[src/rtl/fp_op_dispatcher_pkg.sv]
// Shared types for the FP operation dispatcher: FSM states, quiet-NaN constant
// and the queued request record.
package fp_disp_pkg;

  typedef enum logic [2:0] {
    IDLE  = 3'd0,
    ARM   = 3'd1,
    ISSUE = 3'd2,
    WAIT  = 3'd3,
    WB    = 3'd4
  } disp_state_t;

  localparam logic [31:0] FP_QNAN = 32'h7FC0_0000;

  // Widest tag the request record can carry; the dispatcher uses the low TAG_W bits.
  localparam int TAG_MAX_W = 16;

  typedef struct packed {
    logic [31:0]          op1;
    logic [31:0]          op2;
    logic [TAG_MAX_W-1:0] tag;
  } fp_req_t;

endpackage

[src/rtl/fp_op_dispatcher_if.sv]
// Bundle of issue, FP-unit and writeback signals of the dispatcher.
// master = dispatcher side, slave = issue/FP-unit/writeback side.
interface fp_op_dispatcher_if #(
  parameter int TAG_W = 4
) ();

  logic             req_valid;
  logic             req_ready;
  logic [31:0]      req_op1;
  logic [31:0]      req_op2;
  logic [TAG_W-1:0] req_tag;
  logic             fu_arm;
  logic             fu_valid;
  logic [31:0]      fu_op1;
  logic [31:0]      fu_op2;
  logic             fu_done;
  logic [31:0]      fu_result;
  logic             wb_valid;
  logic             wb_ready;
  logic [31:0]      wb_result;
  logic [TAG_W-1:0] wb_tag;
  logic             wb_err;
  logic             busy;

  modport master (
    input  req_valid, req_op1, req_op2, req_tag, fu_done, fu_result, wb_ready,
    output req_ready, fu_arm, fu_valid, fu_op1, fu_op2,
           wb_valid, wb_result, wb_tag, wb_err, busy
  );

  modport slave (
    output req_valid, req_op1, req_op2, req_tag, fu_done, fu_result, wb_ready,
    input  req_ready, fu_arm, fu_valid, fu_op1, fu_op2,
           wb_valid, wb_result, wb_tag, wb_err, busy
  );

endinterface

[src/rtl/fp_op_dispatcher_fifo.sv]
// Request queue for the dispatcher: synchronous FIFO with asynchronous reset,
// pointer-with-wrap-bit full/empty detection, head shown combinationally.
module fp_req_fifo
  import fp_disp_pkg::*;
#(
  parameter int DEPTH = 2
) (
  input  logic    i_clk,
  input  logic    i_reset,
  input  logic    i_push,
  input  fp_req_t i_data,
  input  logic    i_pop,
  output logic    o_full,
  output logic    o_empty,
  output fp_req_t o_head
);

  localparam int AW = $clog2(DEPTH);

  fp_req_t        r_mem [DEPTH];
  logic [AW:0]    r_wr_ptr;
  logic [AW:0]    r_rd_ptr;
  logic           w_push;
  logic           w_pop;

  assign o_empty = (r_wr_ptr == r_rd_ptr);
  assign o_full  = (r_wr_ptr[AW] != r_rd_ptr[AW]) &&
                   (r_wr_ptr[AW-1:0] == r_rd_ptr[AW-1:0]);
  assign w_push  = i_push && !o_full;
  assign w_pop   = i_pop && !o_empty;
  assign o_head  = r_mem[r_rd_ptr[AW-1:0]];

  always_ff @(posedge i_clk or posedge i_reset) begin
    if (i_reset) begin
      r_wr_ptr <= '0;
      r_rd_ptr <= '0;
      for (int i = 0; i < DEPTH; i++) begin
        r_mem[i] <= '0;
      end
    end else begin
      if (w_push) begin
        r_mem[r_wr_ptr[AW-1:0]] <= i_data;
        r_wr_ptr                <= r_wr_ptr + {{AW{1'b0}}, 1'b1};
      end
      if (w_pop) begin
        r_rd_ptr <= r_rd_ptr + {{AW{1'b0}}, 1'b1};
      end
    end
  end

endmodule

[src/rtl/fp_op_dispatcher.sv]
// Initiator-side sequencer for a multi-cycle FP unit: queue, arm/valid/done
// handshake, tagged writeback. Watchdog present when FP_DISP_TIMEOUT_EN is defined.
module fp_op_dispatcher
  import fp_disp_pkg::*;
#(
  parameter int TAG_W   = 4,
  parameter int DEPTH   = 2,
  parameter int TIMEOUT = 64
) (
  input  logic                i_clk,
  input  logic                i_reset,
  fp_op_dispatcher_if.master  bus
);

  if (DEPTH < 2 || (DEPTH & (DEPTH - 1)) != 0) begin : g_bad_depth
    $error("DEPTH must be a power of two >= 2");
  end
  if (TIMEOUT < 2) begin : g_bad_timeout
    $error("TIMEOUT must be >= 2");
  end
  if (TAG_W > TAG_MAX_W) begin : g_bad_tag
    $error("TAG_W exceeds TAG_MAX_W");
  end

  disp_state_t      r_state;
  disp_state_t      w_next_state;
  logic             w_pop;
  logic             w_capture;
  logic             w_timeout;
  logic             w_full;
  logic             w_empty;
  fp_req_t          w_req;
  fp_req_t          w_head;
  logic             w_unused_tag;
  logic             w_wdog_hit;
  logic [31:0]      r_op1;
  logic [31:0]      r_op2;
  logic [TAG_W-1:0] r_tag;
  logic             r_low_seen;
  logic [31:0]      r_wb_result;
  logic [TAG_W-1:0] r_wb_tag;
  logic             r_wb_err;

  assign w_req        = '{op1: bus.req_op1, op2: bus.req_op2, tag: TAG_MAX_W'(bus.req_tag)};
  assign w_unused_tag = ^w_head.tag;

  fp_req_fifo #(.DEPTH(DEPTH)) u_fifo (
    .i_clk   (i_clk),
    .i_reset (i_reset),
    .i_push  (bus.req_valid),
    .i_data  (w_req),
    .i_pop   (w_pop),
    .o_full  (w_full),
    .o_empty (w_empty),
    .o_head  (w_head)
  );

`ifdef FP_DISP_TIMEOUT_EN
  localparam int CNT_W = $clog2(TIMEOUT);
  logic [CNT_W-1:0] r_wdog_cnt;

  assign w_wdog_hit = (r_wdog_cnt == CNT_W'(TIMEOUT - 1));

  always_ff @(posedge i_clk or posedge i_reset) begin
    if (i_reset) begin
      r_wdog_cnt <= '0;
    end else if (w_pop) begin
      r_wdog_cnt <= '0;
    end else if (r_state == WAIT) begin
      r_wdog_cnt <= r_wdog_cnt + CNT_W'(1);
    end else begin
      r_wdog_cnt <= r_wdog_cnt;
    end
  end
`else
  assign w_wdog_hit = 1'b0;
`endif

  always_ff @(posedge i_clk or posedge i_reset) begin
    if (i_reset) begin
      r_state <= IDLE;
    end else begin
      r_state <= w_next_state;
    end
  end

  // Done only counts once it has been seen low since the pop, so a level left
  // high by the previous operation cannot complete this one.
  always_comb begin
    w_next_state = r_state;
    w_pop        = 1'b0;
    w_capture    = 1'b0;
    w_timeout    = 1'b0;
    case (r_state)
      IDLE: begin
        if (!w_empty) begin
          w_pop        = 1'b1;
          w_next_state = ARM;
        end else begin
          w_next_state = IDLE;
        end
      end
      ARM:   w_next_state = ISSUE;
      ISSUE: w_next_state = WAIT;
      WAIT: begin
        if (bus.fu_done && r_low_seen) begin
          w_capture    = 1'b1;
          w_next_state = WB;
        end else if (w_wdog_hit) begin
          w_timeout    = 1'b1;
          w_next_state = WB;
        end else begin
          w_next_state = WAIT;
        end
      end
      WB: begin
        if (bus.wb_ready) begin
          w_next_state = IDLE;
        end else begin
          w_next_state = WB;
        end
      end
      default: w_next_state = IDLE;
    endcase
  end

  always_ff @(posedge i_clk or posedge i_reset) begin
    if (i_reset) begin
      r_op1       <= '0;
      r_op2       <= '0;
      r_tag       <= '0;
      r_low_seen  <= 1'b0;
      r_wb_result <= '0;
      r_wb_tag    <= '0;
      r_wb_err    <= 1'b0;
    end else begin
      if (w_pop) begin
        r_op1      <= w_head.op1;
        r_op2      <= w_head.op2;
        r_tag      <= w_head.tag[TAG_W-1:0];
        r_low_seen <= 1'b0;
      end else if (r_state != IDLE && r_state != WB && !bus.fu_done) begin
        r_low_seen <= 1'b1;
      end
      if (w_capture) begin
        r_wb_result <= bus.fu_result;
        r_wb_tag    <= r_tag;
        r_wb_err    <= 1'b0;
      end else if (w_timeout) begin
        r_wb_result <= FP_QNAN;
        r_wb_tag    <= r_tag;
        r_wb_err    <= 1'b1;
      end
    end
  end

  assign bus.req_ready = !w_full;
  assign bus.fu_arm    = (r_state == ARM);
  assign bus.fu_valid  = (r_state == ISSUE);
  assign bus.fu_op1    = r_op1;
  assign bus.fu_op2    = r_op2;
  assign bus.wb_valid  = (r_state == WB);
  assign bus.wb_result = r_wb_result;
  assign bus.wb_tag    = r_wb_tag;
`ifdef FP_DISP_TIMEOUT_EN
  assign bus.wb_err    = r_wb_err;
`else
  assign bus.wb_err    = 1'b0;
`endif
  assign bus.busy      = (r_state != IDLE);

endmodule

[src/flat_wrapper.sv]
// flat-port wrapper written by rule: the top's interface ports become plain ports
module fp_op_dispatcher_flat import fp_disp_pkg::*;
#(
  parameter int TAG_W   = 4,
  parameter int DEPTH   = 2,
  parameter int TIMEOUT = 64
)
  (i_clk, i_reset, bus_req_valid, bus_req_op1, bus_req_op2, bus_req_tag, bus_fu_done, bus_fu_result, bus_wb_ready, bus_req_ready, bus_fu_arm, bus_fu_valid, bus_fu_op1, bus_fu_op2, bus_wb_valid, bus_wb_result, bus_wb_tag, bus_wb_err, bus_busy);
  fp_op_dispatcher_if #(.TAG_W(TAG_W)) bus_i ();
  input  logic i_clk;
  input  logic i_reset;
  input wire logic [$bits(bus_i.req_valid)-1:0] bus_req_valid;
  input wire logic [$bits(bus_i.req_op1)-1:0] bus_req_op1;
  input wire logic [$bits(bus_i.req_op2)-1:0] bus_req_op2;
  input wire logic [$bits(bus_i.req_tag)-1:0] bus_req_tag;
  input wire logic [$bits(bus_i.fu_done)-1:0] bus_fu_done;
  input wire logic [$bits(bus_i.fu_result)-1:0] bus_fu_result;
  input wire logic [$bits(bus_i.wb_ready)-1:0] bus_wb_ready;
  output wire logic [$bits(bus_i.req_ready)-1:0] bus_req_ready;
  output wire logic [$bits(bus_i.fu_arm)-1:0] bus_fu_arm;
  output wire logic [$bits(bus_i.fu_valid)-1:0] bus_fu_valid;
  output wire logic [$bits(bus_i.fu_op1)-1:0] bus_fu_op1;
  output wire logic [$bits(bus_i.fu_op2)-1:0] bus_fu_op2;
  output wire logic [$bits(bus_i.wb_valid)-1:0] bus_wb_valid;
  output wire logic [$bits(bus_i.wb_result)-1:0] bus_wb_result;
  output wire logic [$bits(bus_i.wb_tag)-1:0] bus_wb_tag;
  output wire logic [$bits(bus_i.wb_err)-1:0] bus_wb_err;
  output wire logic [$bits(bus_i.busy)-1:0] bus_busy;
  assign bus_i.req_valid = bus_req_valid;
  assign bus_i.req_op1 = bus_req_op1;
  assign bus_i.req_op2 = bus_req_op2;
  assign bus_i.req_tag = bus_req_tag;
  assign bus_i.fu_done = bus_fu_done;
  assign bus_i.fu_result = bus_fu_result;
  assign bus_i.wb_ready = bus_wb_ready;
  assign bus_req_ready = bus_i.req_ready;
  assign bus_fu_arm = bus_i.fu_arm;
  assign bus_fu_valid = bus_i.fu_valid;
  assign bus_fu_op1 = bus_i.fu_op1;
  assign bus_fu_op2 = bus_i.fu_op2;
  assign bus_wb_valid = bus_i.wb_valid;
  assign bus_wb_result = bus_i.wb_result;
  assign bus_wb_tag = bus_i.wb_tag;
  assign bus_wb_err = bus_i.wb_err;
  assign bus_busy = bus_i.busy;
  fp_op_dispatcher #(.TAG_W(TAG_W), .DEPTH(DEPTH), .TIMEOUT(TIMEOUT)) u_core (.i_clk(i_clk), .i_reset(i_reset), .bus(bus_i));
endmodule
[config.mk]
export PLATFORM = sky130hd
export DESIGN_NAME = fp_op_dispatcher_flat
export DESIGN_NICKNAME = d
export VERILOG_FILES = /design/src/rtl/fp_op_dispatcher_pkg.sv /design/src/rtl/fp_op_dispatcher_if.sv /design/src/rtl/fp_op_dispatcher_fifo.sv /design/src/rtl/fp_op_dispatcher.sv /design/src/flat_wrapper.sv
export SDC_FILE = /design/constraint.sdc
export NUM_CORES = 1
export LEC_CHECK = 0
export BUFFER_PORTS_ARGS = -buffer_cell sky130_fd_sc_hd__buf_2
export CAP_MARGIN = 25
export CELL_PAD_IN_SITES_DETAIL_PLACEMENT = 1
export CELL_PAD_IN_SITES_GLOBAL_PLACEMENT = 2
export CORE_MARGIN = 10
export CORE_UTILIZATION = 42
export CTS_CLUSTER_DIAMETER = 40
export DETAILED_ROUTE_END_ITERATION = 12
export GPL_ROUTABILITY_DRIVEN = 0
export PLACE_DENSITY_LB_ADDON = 0.1
export SYNTH_ARGS = -nofsm -noshare
export SYNTH_HDL_FRONTEND = slang
export SYNTH_SLANG_ARGS = --single-unit
[constraint.sdc]
create_clock -name i_clk -period 10.8 [get_ports i_clk]
set_clock_uncertainty 0.1 [all_clocks]
set_input_delay 0.54 -clock i_clk [delete_from_list [all_inputs] [get_ports i_clk]]
set_output_delay 0.54 -clock i_clk [all_outputs]
set_load 0.005 [all_outputs]
* Yosys cells after proc, flatten, opt, wreduce, memory -nomap -nowiden
Index checks and enable logic that the tools add are counted.
Word-level totals: flip-flop bits (word level) 272, input bits 105, output and inout bits 106, word-level logic and storage cells 61
Operators by class: $add $sub $neg 2, $lt $le $gt $ge 3, equal/unequal tests 8, muxes and demuxes 18, bitwise logic cells 2, reduce and logical (&&, ||, !) cells 13
Operator list (number):
- $mux 80 | 4
- $bwmux 160 | 1
- $demux 80 s1 | 1
- $mux 32 | 1
- $pmux 3 s5 | 1
- $logic_and 1x1->1 | 7
- $mux 1 | 7
- $eq 3x2->1 const B | 2
- $mux 3 | 2
- $add 2x1->2 const B | 2
- $ge 2x2->1 const B | 2
- $mux 4 | 1
- $not 1->2 | 2
- $eq 3x1->1 const B | 1
- $eq 3x3->1 const B | 1
- $logic_not 1->1 | 3
- $logic_not 3->1 | 1
- $ne 3x3->1 const B | 1
- $reduce_bool 3->1 | 1
- $eq 2x2->1 | 1
- $lt 2x1->1 const B | 1
- $reduce_bool 2->1 | 1
- $eq 1x1->1 | 1
- $ne 1x1->1 | 1

* Logic depth before layout (Yosys ltp)
Gate-level depths: netlist of the first run.
depth in word-level cells 6, depth in mapped cells 6

* Cells and area by module
From an unflattened synthesis of the first run, not the netlist that was laid out.
Unflattened totals: cell total of the unflattened synthesis 704, area, all modules 11374.7 µm²
By module, submodules not included:
- fp_req_fifo | instances 1, cells each 455, area each 7121.8 µm², sequential area each 4103.9 µm²
- fp_op_dispatcher | instances 1, cells each 249, area each 4252.8 µm², sequential area each 2702.6 µm²

* Worst setup path before layout of the first run
No wires, ideal clock.
kind in2reg, start point input bus_fu_done, end point register u_core.r_wb_result[10], in the netlist u_core.bus.wb_result[10], arrival 1.528 ns, data required time 10.575 ns, path slack 9.047 ns, cell stages on the path 4, path through nand3_1 > nor2_2 > buf_2 > mux2_2
Between the ends: word-level cells in the longest chain between the ends 3
RTL lines:
- start: declaration | line flat_wrapper.sv:16 | input wire logic [$bits(bus_i.fu_done)-1:0] bus_fu_done;
- $logic_and 1x1->1 | line fp_op_dispatcher.sv:106 | if (bus.fu_done && r_low_seen) begin
- $mux 1 | line fp_op_dispatcher.sv:106
- $mux 1 | line fp_op_dispatcher.sv:94 | case (r_state)
- end signal: assignment | line fp_op_dispatcher.sv:146 | r_wb_result <= bus.fu_result;
- end: declaration | line fp_op_dispatcher.sv:40 | logic [31:0] r_wb_result;
No other way between the ends. A chain may end at the register's enable or synchronous reset.

* Worst setup path in the final report of the first run
start point register u_core.u_fifo.r_rd_ptr[0], end point register u_core.u_fifo.r_mem[102] in the netlist's numbering
Between the ends: word-level cells in the longest chain between the ends 4
RTL lines:
- start: declaration | line fp_op_dispatcher_fifo.sv:22 | logic [AW:0] r_rd_ptr;
- start signal: assignment | line fp_op_dispatcher_fifo.sv:46 | r_rd_ptr <= r_rd_ptr + {{AW{1'b0}}, 1'b1};
- $eq 1x1->1 | line fp_op_dispatcher_fifo.sv:28 | (r_wr_ptr[AW-1:0] == r_rd_ptr[AW-1:0]);
- $logic_and 1x1->1 | line fp_op_dispatcher_fifo.sv:27 | assign o_full = (r_wr_ptr[AW] != r_rd_ptr[AW]) &&
- $logic_not 1->1 | line fp_op_dispatcher_fifo.sv:29 | assign w_push = i_push && !o_full;
- $logic_and 1x1->1 | line fp_op_dispatcher_fifo.sv:29
- end signal: indexed assignment | line fp_op_dispatcher_fifo.sv:42 | r_mem[r_wr_ptr[AW-1:0]] <= i_data;
- end: declaration | line fp_op_dispatcher_fifo.sv:20 | fp_req_t r_mem [DEPTH];
No other way between the ends.

==> results of run 1 <==
[stage by stage]
| stage | instance area (um^2) | total power, W |
|---|---|---|
| after floorplan | 10200 | 0.00273 |
| after global placement | 11500 | 0.00314 |
| after detailed placement | 11500 | 0.00327 |
| after CTS | 12900 | 0.00464 |
| after global routing | 13000 | 0.00486 |
| final | 13000 | 0.00456 |
[worst max-delay path, delay by kind of cell (launching register included)]
kind	cells	cell delay (ps)
buffers and inverters	1	700
AO/OA/AOI/OAI	1	680
flip-flops	1	640
multiplexers	1	410
[per-layer routing]
metal,wire [um],vias up,global-route usage (%)
met3,1630,46,5.36
met5,21,-,0
met2,12900,159,28.2
met4,476,4,4.70
met1,10100,3149,18.3
li1,-,2696,-
[Yosys cell counts, drive strengths merged, types with 2 or more instances]
cell type    n
nor2         5
xor2         4
clkbuf       7
o21a         2
nor3         2
dfrtp      248
a21oi        2
nand2b       2
buf         27
mux2       308
xnor2        3
inv          3
o21ai        3
nor2b        2
nand2        3
[area by class of cell]
cell class	instances	area (um^2)
Inverter	3	18.8
Multi-Input combinational cell	343	3760
Timing Repair Buffer	218	1170
Tap cell	319	399
Fill cell	2335	10700
Sequential cell	248	6210
Clock buffer	49	1100
Antenna cell	2	5.00
Clock inverter	21	333
[cell usage in the layout (no fill, tap or decap), types with 2 or more instances in the layout]
| cell type | synthesis | routed |
|---|---|---|
| inv_6 | 0 | 2 |
| buf_4 | 5 | 6 |
| nor2_1 | 4 | 4 |
| nand2b_1 | 2 | 2 |
| dfrtp_1 | 248 | 247 |
| inv_1 | 3 | 2 |
| nand2_1 | 3 | 3 |
| nor2b_1 | 2 | 2 |
| xnor2_1 | 3 | 3 |
| clkbuf_8 | 0 | 4 |
| buf_2 | 13 | 209 |
| mux2_1 | 2 | 2 |
| clkbuf_16 | 0 | 41 |
| buf_16 | 0 | 2 |
| clkinv_2 | 0 | 4 |
| clkinvlp_4 | 0 | 5 |
| clkbuf_1 | 7 | 4 |
| o21ai_0 | 2 | 2 |
| diode_2 | 0 | 2 |
| mux2_2 | 296 | 296 |
| xor2_1 | 3 | 3 |
| mux2_4 | 10 | 10 |
| clkinv_4 | 0 | 2 |
| bufinv_16 | 0 | 8 |
| nor3_1 | 2 | 2 |
[state kept, by name, summed over array words and instances (netlist names), 2 cells and up]
register                count
u_core.bus.fu_op2          32
u_core.r_tag                4
u_core.u_fifo.r_mem       136
u_core.bus.wb_result       32
u_core.r_state              3
u_core.u_fifo.r_rd_ptr      2
u_core.bus.fu_op1          32
u_core.bus.wb_tag           4
u_core.u_fifo.r_wr_ptr      2
[kinds of logic after synthesis]
logic type	Yosys count	synth area share (%)
xor gates and xnor gates	7	0.676
and+or+nand+nor	17	0.848
muxes	308	34.4
other	1	0.0368
buffers and inverters	37	2.37
DFF	248	60.9
AOI/OAI and AO/OA	10	0.713
[where the power goes]
| group | internal, W | total [W] | switching [W] | leakage [nW] |
|---|---|---|---|---|
| Combinational | 0.000914 | 0.00152 | 0.000610 | 2.25 |
| Clock | 0.000911 | 0.00134 | 0.000431 | 0.685 |
| Sequential | 0.00142 | 0.00169 | 0.000273 | 2.93 |
| Total | 0.00325 | 0.00456 | 0.00131 | 5.87 |
[worst max-delay path by stage]
stage	startpoint	to	slack, ps	cells after the start
detailed placement	i_reset	u_core.u_fifo.r_rd_ptr[0]	7440	4
floorplan	i_reset	u_core.bus.fu_op1[0]	3350	1
global placement	i_reset	u_core.u_fifo.r_rd_ptr[0]	7640	4
global route	u_core.u_fifo.r_rd_ptr[0]	u_core.u_fifo.r_mem[133]	7850	3
CTS	u_core.u_fifo.r_rd_ptr[0]	u_core.u_fifo.r_mem[133]	7950	3
finish	u_core.u_fifo.r_rd_ptr[0]	u_core.u_fifo.r_mem[102]	8040	3
==> results.sh, run 1 <==
export IMPL_status="finished, final reports clean"
export IMPL_die_x_um=176
export IMPL_synth_cells=628
export IMPL_timing_rr_start="u_core.u_fifo.r_rd_ptr[0]"
export IMPL_maxCapViolations=0
export IMPL_cts_tree="yes"
export IMPL_power_density_mw_per_mm2=351
export IMPL_viasPerCell=5.03
export IMPL_cts_root_buf="clkbuf_16"
export IMPL_initial_core_util_pct=43.0
export IMPL_syn_cell_area_mm2=0.0102
export IMPL_drt_initial_drc_count=245
export IMPL_syn_to_final_growth_pct=27.6
export IMPL_synth_area_leaders="dfrtp_1 (61%), mux2_2 (33%), mux2_4 (1.5%)"
export IMPL_synth_ff_type="dfrtp_1"
export IMPL_yosysWarnings=0
export IMPL_cellLeakagePower_nw=5.87
export IMPL_yosysSeqAreaShare_pct=60.9
export IMPL_rsz0062_at_grt="no"
export IMPL_slew_violations=0
export IMPL_period_share_pct=25.6
export IMPL_end_kind="flop"
export IMPL_route_detailed_drc=0
export IMPL_r2r_end="u_core.u_fifo.r_mem[102]"
export IMPL_die_h_um=176
export IMPL_clock_sinks=248
export IMPL_worst_endpoint_arrival_ps=3030
export IMPL_worstSkewPairLatency_ps=500
export IMPL_avgRoutedWirePerCell_um=20.8
export IMPL_holdWs_ps=41.1
export IMPL_ys_ff_latch=248
export IMPL_syn_avg_cell_area_um2=16.2
export IMPL_cts_hold_fix_buffers=0
export IMPL_crit_path_cell_trace="o21ai_4 -> buf_4 -> mux2_2"
export IMPL_grt_remaining_overflow=0
export IMPL_postLayoutCoreUtil_pct=54.9
export IMPL_first_pass_iters=4
export IMPL_ir_worst_vdd_mv=0.180
export IMPL_place_ws_ps=7440
export IMPL_syn_nets=733
export IMPL_final_cell_count_no_fill=1203
export IMPL_start_kind="flop"
export IMPL_layout_nets=957
export IMPL_tightest_slew_ps=829
export IMPL_critPathMaxFanout=49
export IMPL_ys_async_sr_fraction_pct=100
export IMPL_clockBufferDepth=3
export IMPL_cts_buffers=38
export IMPL_clkTransAtPathRegs_ps=50
export IMPL_first_global_vias=7195
export IMPL_ant_nets=0
export IMPL_worst_slack_ps=8040
export IMPL_crit_slowest_cell="buf_4"
export IMPL_setup_viol=0
export IMPL_required_ps=11070
export IMPL_htreeDepth=2
export IMPL_grt_max_degree=111
export IMPL_holdCritPathClass="in2async"
export IMPL_vias=6054
export IMPL_crit_type="reg2reg"
export IMPL_synth_top_area_cell="dfrtp_1"
export IMPL_finalSetupTns_ps=0
export IMPL_max_slew_margin_pct=44.7
export IMPL_synth_distinct_cells=30
export IMPL_yosysTopAreaCellShare_pct=60.9
export IMPL_die_area_mm2=0.0309
export IMPL_routed_wl_mm=25.1
export IMPL_postCtsSetupBuffers=0
export IMPL_grt_pass1_wl_mm=39.9
export IMPL_reg2reg_setup_slack_ps=8040
export IMPL_antenna_found_initial=4
export IMPL_ctsResizeCount=0
export IMPL_numPortBuffers=209
export IMPL_fmax_mhz=362
export IMPL_placementRows=56
export IMPL_synth_edf_count=0
export IMPL_track_usage_pct=16.1
export IMPL_rr_worst_depth=3
export IMPL_drive_gt1_share_pct=67.8
export IMPL_period_needed_ps=2760
export IMPL_core_mm2=0.0237
export IMPL_place_inst=1129
export IMPL_ios=211
export IMPL_slowest_delay_ps=700
export IMPL_hold_violations=0
export IMPL_hpwl_mm=16.7
No activity file was read; power rests on OpenSTA's default activity.
==> inputs of run 2 (changes only) <==
- CORE_UTILIZATION: 42 -> 35
- clock period: 10.8 -> 2.35 ns (I/O delays scaled with it)
==> run 2 against run 1 <==
Net effect: combinational power grew to 4.9 times the previous value; register-to-register slack worse by 7600 ps; critical path depth increased by 1; highest routed layer is now met4; total power rose to 4.8 times the previous value; global-route usage shrank 0.99 points; die area increased by 18%; first-iteration DRC count down 49%; critical endpoint is now bus_req_ready; worst hold slack gained 54 ps; final cell count rose by 15%; final area is 11% higher; largest cell class unchanged; via count is 6.8% higher.
==> results.sh, run 2 (synthesis results as in run 1) <==
export IMPL_status="finished, final reports clean"
export IMPL_first_global_vias=7836
export IMPL_hpwl_mm=17.9
export IMPL_antenna_found_initial=1
export IMPL_layout_commonest_cell="mux2_2"
export IMPL_track_usage_pct=15.1
export IMPL_required_ps=2130
export IMPL_ios=211
export IMPL_rsz0062_at_grt="no"
export IMPL_end_kind="output pin"
export IMPL_n_fill_cell=2870
export IMPL_switching_share_pct=28.8
export IMPL_die_h_um=191
export IMPL_regMostFlops="u_core.u_fifo.r_mem"
export IMPL_grt_pass1_wl_mm=44.1
export IMPL_power_density_mw_per_mm2=1510
export IMPL_layout_nets=1076
export IMPL_numPortBuffers=209
export IMPL_crit_path_cell_trace="xor2_1 -> buf_4 -> nand2b_1 -> buf_2"
export IMPL_drt_initial_drc_count=124
export IMPL_die_x_um=191
export IMPL_avgRoutedWirePerCell_um=19.9
export IMPL_cts_buffers=41
export IMPL_placementRows=62
export IMPL_p_switching_w=0.00625
export IMPL_p_int_w=0.0154
export IMPL_final_cell_count_no_fill=1389
export IMPL_syn_to_final_growth_pct=41.4
export IMPL_holdCritPathClass="in2async"
export IMPL_period_share_pct=87.2
export IMPL_vias=6466
export IMPL_p_comb_share_pct=34.2
export IMPL_grt_remaining_overflow=0
export IMPL_crit_type="reg2out"
export IMPL_die_area_mm2=0.0363
export IMPL_slowest_delay_ps=570
export IMPL_worstSkewPairLatency_ps=500
export IMPL_slew_violations=0
export IMPL_critPathMaxFanout=10
export IMPL_place_inst=1208
export IMPL_first_pass_iters=3
export IMPL_ir_worst_vdd_mv=0.643
export IMPL_clockBufferDepth=3
export IMPL_clkTransAtPathRegs_ps=50
export IMPL_cellLeakagePower_nw=6.43
export IMPL_ant_nets=0
export IMPL_placed_area_mm2=0.0118
export IMPL_drive_gt1_share_pct=61.3
export IMPL_grt_max_degree=53
export IMPL_cts_tree="yes"
export IMPL_period_needed_ps=2050
export IMPL_htreeDepth=2
export IMPL_route_detailed_drc=0
export IMPL_core_mm2=0.0287
export IMPL_largest_register_ffs=136
export IMPL_viasPerCell=4.66
export IMPL_maxCapViolations=0
export IMPL_hold_violations=0
export IMPL_finalSetupTns_ps=0
export IMPL_start_kind="flop"
export IMPL_fin_area_mm2=0.0144
export IMPL_routed_wl_mm=27.6
export IMPL_cts_root_buf="clkbuf_16"
export IMPL_setup_viol=0
export IMPL_clkPwrFrac_pct=30.0
export IMPL_clock_sinks=248
export IMPL_crit_slowest_cell="dfrtp_4"
export IMPL_final_cell_mix="mux2_2 (296), dfrtp_1 (247), buf_2 (209)"
export IMPL_fmax_mhz=488
export IMPL_seqPwrFrac_pct=35.8
export IMPL_initial_core_util_pct=35.5
export IMPL_total_power_w=0.0217
export IMPL_worst_endpoint_arrival_ps=1830
==> run 2: changes by cell type in the layout (fill, tap and decap cells not counted) <==
cell,change
dlygate4sd3_1,+104
buf_12,+12
clkinvlp_4,+4
buf_16,-2
buf_4,+2
clkbuf_16,+2
bufinv_16,+1
clkbuf_1,+1
clkinv_2,+1
clkinv_4,-1
diode_2,-1
inv_6,-1
inv_8,-1
==> run 2: worst paths after layout <==
check | start | endpoint | slack, ps | cells past startpoint
setup / recovery | u_core.u_fifo.r_rd_ptr[0] | bus_req_ready | 300 | 4
hold / removal | i_reset | u_core.u_fifo.r_mem[112] | 100 | 3
setup reg to reg | u_core.r_state[2] | u_core.r_tag[1] | 410 | 4
hold reg to reg | u_core.u_fifo.r_mem[137] | u_core.u_fifo.r_mem[137] | 390 | 1
max in group asynchronous | i_reset | u_core.u_fifo.r_mem[16] | 1250 | 4
min in group i_clk | bus_fu_result[14] | u_core.bus.wb_result[14] | 280 | 3
==> run 2: final cells by class <==
type	instances	area (um^2)	share of cell area (%)
Sequential cell	248	6210	43.1
Multi-Input combinational cell	343	3760	26.1
Timing Repair Buffer	334	2410	16.7
Clock buffer	52	1150	7.98
Tap cell	384	480	3.34
Clock inverter	24	373	2.59
Inverter	3	15.0	0.104
Antenna cell	1	2.50	0.0174
==> run 2: power groups by stage <==
stage	clock, W	sequential (W)	combinational (W)
after global routing	0.00691	0.00807	0.00813
after detailed placement	0	0.00782	0.00746
after floorplan	0	0.00751	0.00504
final	0.00651	0.00776	0.00743
after CTS	0.00670	0.00778	0.00765
after global placement	0	0.00764	0.00716
==> run 2: worst max-delay path: cells and delay by family (launching register included) <==
kind / cells / cell delay (ps)
flops: 1 / 570
buf+inv: 2 / 320
xor+xnor: 1 / 290
simple gates: 1 / 150
==> run 2: timing repair <==
action | in CTS | in global routing
resized for setup | 0 | 0
hold endpoints to repair | 316 | 0
setup buffers | 0 | 0
hold buffers | 104 | 0
==> run 2: layer usage <==
layer,routed length [um],global-route usage [%],vias up
met2,14300,27.1,159
li1,-,-,2927
met4,450,4.12,0
met3,1470,3.91,38
met5,0,0,-
met1,11400,17.5,3342
==> run 2: metrics by stage <==
stage          utilization (%)  hold slack, ps  setup WS [ps]
2_1_floorplan                -             149          -1130
3_3_place_gp              41.2            62.1            432
3_5_place_dp              41.2            70.8            398
4_1_cts                   50.2            97.3            257
5_1_grt                   50.2             131            225
6_report                  50.2            95.2            300
==> inputs of run 3 (changes only) <==
- CORE_UTILIZATION: 35 -> 42
- clock period: 2.35 -> 2.4 ns (I/O delays scaled with it)
==> run 3 against run 2 <==
Net effect: final area is 2.0% lower; global-route usage is 2.1 points higher; wire length is 2.2% lower; worst setup slack better by 130 ps; highest routed layer unchanged.
==> results.sh, run 3 (synthesis results as in run 1) <==
export IMPL_syn_to_final_growth_pct=38.6
export IMPL_maxCapViolations=0
export IMPL_postLayoutCoreUtil_pct=59.6
export IMPL_die_area_mm2=0.0309
export IMPL_initial_core_util_pct=43.0
export IMPL_period_needed_ps=1970
export IMPL_finalSetupTns_ps=0
export IMPL_multi_input_area_mm2=0.00376
export IMPL_clock_sinks=248
export IMPL_grt_pass1_wl_mm=42.8
export IMPL_power_density_mw_per_mm2=1460
export IMPL_routed_wl_mm=27.0
export IMPL_avgRoutedWirePerCell_um=20.6
export IMPL_die_x_um=176
export IMPL_htreeDepth=2
export IMPL_slew_violations=0
export IMPL_first_global_vias=7734
export IMPL_status="finished, final reports clean"
export IMPL_largest_register_ffs=136
export IMPL_ant_nets=0
export IMPL_fmax_mhz=508
export IMPL_period_share_pct=82.1
export IMPL_ctsResizeCount=0
export IMPL_holdWs_ps=58.4
export IMPL_track_usage_pct=17.3
export IMPL_critPathMaxFanout=34
export IMPL_hpwl_mm=17.4
export IMPL_antenna_found_initial=3
export IMPL_grt_max_degree=92
export IMPL_ios=211
export IMPL_route_detailed_drc=0
export IMPL_final_cell_count_no_fill=1313
export IMPL_rr_worst_depth=4
export IMPL_clkTransAtPathRegs_ps=50
export IMPL_required_ps=2680
export IMPL_layout_commonest_cell="mux2_2"
export IMPL_drt_initial_drc_count=205
export IMPL_worst_endpoint_arrival_ps=2250
export IMPL_vias=6488
export IMPL_worst_slack_ps=431
export IMPL_core_mm2=0.0237
export IMPL_register_area_mm2=0.00621
export IMPL_place_inst=1139
export IMPL_worstSkewPairLatency_ps=500
export IMPL_hold_violations=0
export IMPL_rsz0062_at_grt="no"
export IMPL_layout_nets=1070
export IMPL_place_ws_ps=428
export IMPL_cellLeakagePower_nw=6.33
export IMPL_tightest_slew_ps=510
export IMPL_holdCritPathClass="in2async"
export IMPL_crit_type="reg2reg"
export IMPL_cts_hold_fix_buffers=104
export IMPL_drive_gt1_share_pct=61.0
export IMPL_final_cell_mix="mux2_2 (296), dfrtp_1 (247), buf_2 (209)"
export IMPL_cts_tree="yes"
export IMPL_regMostFlops="u_core.u_fifo.r_mem"
export IMPL_end_kind="flop"
export IMPL_numPortBuffers=209
export IMPL_start_kind="flop"
export IMPL_max_slew_margin_pct=66.0
export IMPL_placementRows=56
export IMPL_cts_buffers=39
export IMPL_grt_remaining_overflow=0
export IMPL_die_h_um=176
export IMPL_viasPerCell=4.94
export IMPL_cts_root_buf="clkbuf_16"
export IMPL_clockBufferDepth=3
export IMPL_postCtsSetupBuffers=0
export IMPL_first_pass_iters=4
export IMPL_n_fill_cell=2278
export IMPL_ir_worst_vdd_mv=0.699
export IMPL_setup_viol=0
-- run 3: cell type report --
| cell class | count | area share (%) |
|---|---|---|
| Antenna cell | 3 | 0.0532 |
| Clock buffer | 48 | 7.81 |
| Clock inverter | 19 | 1.96 |
| Inverter | 3 | 0.106 |
| Multi-Input combinational cell | 343 | 26.7 |
| Sequential cell | 248 | 44.0 |
| Tap cell | 319 | 2.83 |
| Timing Repair Buffer | 330 | 16.6 |
-- run 3: routing by layer --
layer  share of wire (%)  GRT usage (%)  wire, um  vias to the layer above
li1                    -              -         -                     2928
met1                  40           19.2     10800                     3357
met2                  53           31.4     14200                      155
met3                 5.3           4.59      1440                       48
met4                 2.0           5.16       554                        0
met5                   0              0         0                        -
-- run 3: where the power goes --
part	switching, W	internal (W)	leakage (nW)
logic	0.00292	0.00433	2.74
clock network	0.00194	0.00390	0.661
registers	0.00119	0.00639	2.93
-- run 3: final timing paths --
path | endpoint | slack (ps) | from
setup / recovery | u_core.bus.fu_op1[18] | 430 | u_core.u_fifo.r_rd_ptr[0]
hold / removal | u_core.bus.fu_op2[12] | 60 | i_reset
setup reg to reg | u_core.bus.fu_op1[18] | 430 | u_core.u_fifo.r_rd_ptr[0]
hold reg to reg | u_core.u_fifo.r_mem[152] | 390 | u_core.u_fifo.r_mem[152]
max in group asynchronous | u_core.u_fifo.r_mem[139] | 1360 | i_reset
min in group i_clk | u_core.bus.wb_result[13] | 290 | bus_fu_result[13]
-- run 3: stage by stage --
| step | total power [W] | instance area [um^2] |
|---|---|---|
| finish | 0.0207 | 14100 |
| global route | 0.0220 | 14100 |
| CTS | 0.0210 | 14100 |
| detailed placement | 0.0149 | 11700 |
| global placement | 0.0144 | 11700 |
| floorplan | 0.0123 | 10200 |
-- run 3: critical path: stages (launching register included) --
cell and delay (ps):
dfrtp_4 500, xor2_1 360, o21a_4 240, buf_12 250
mux2_2 370
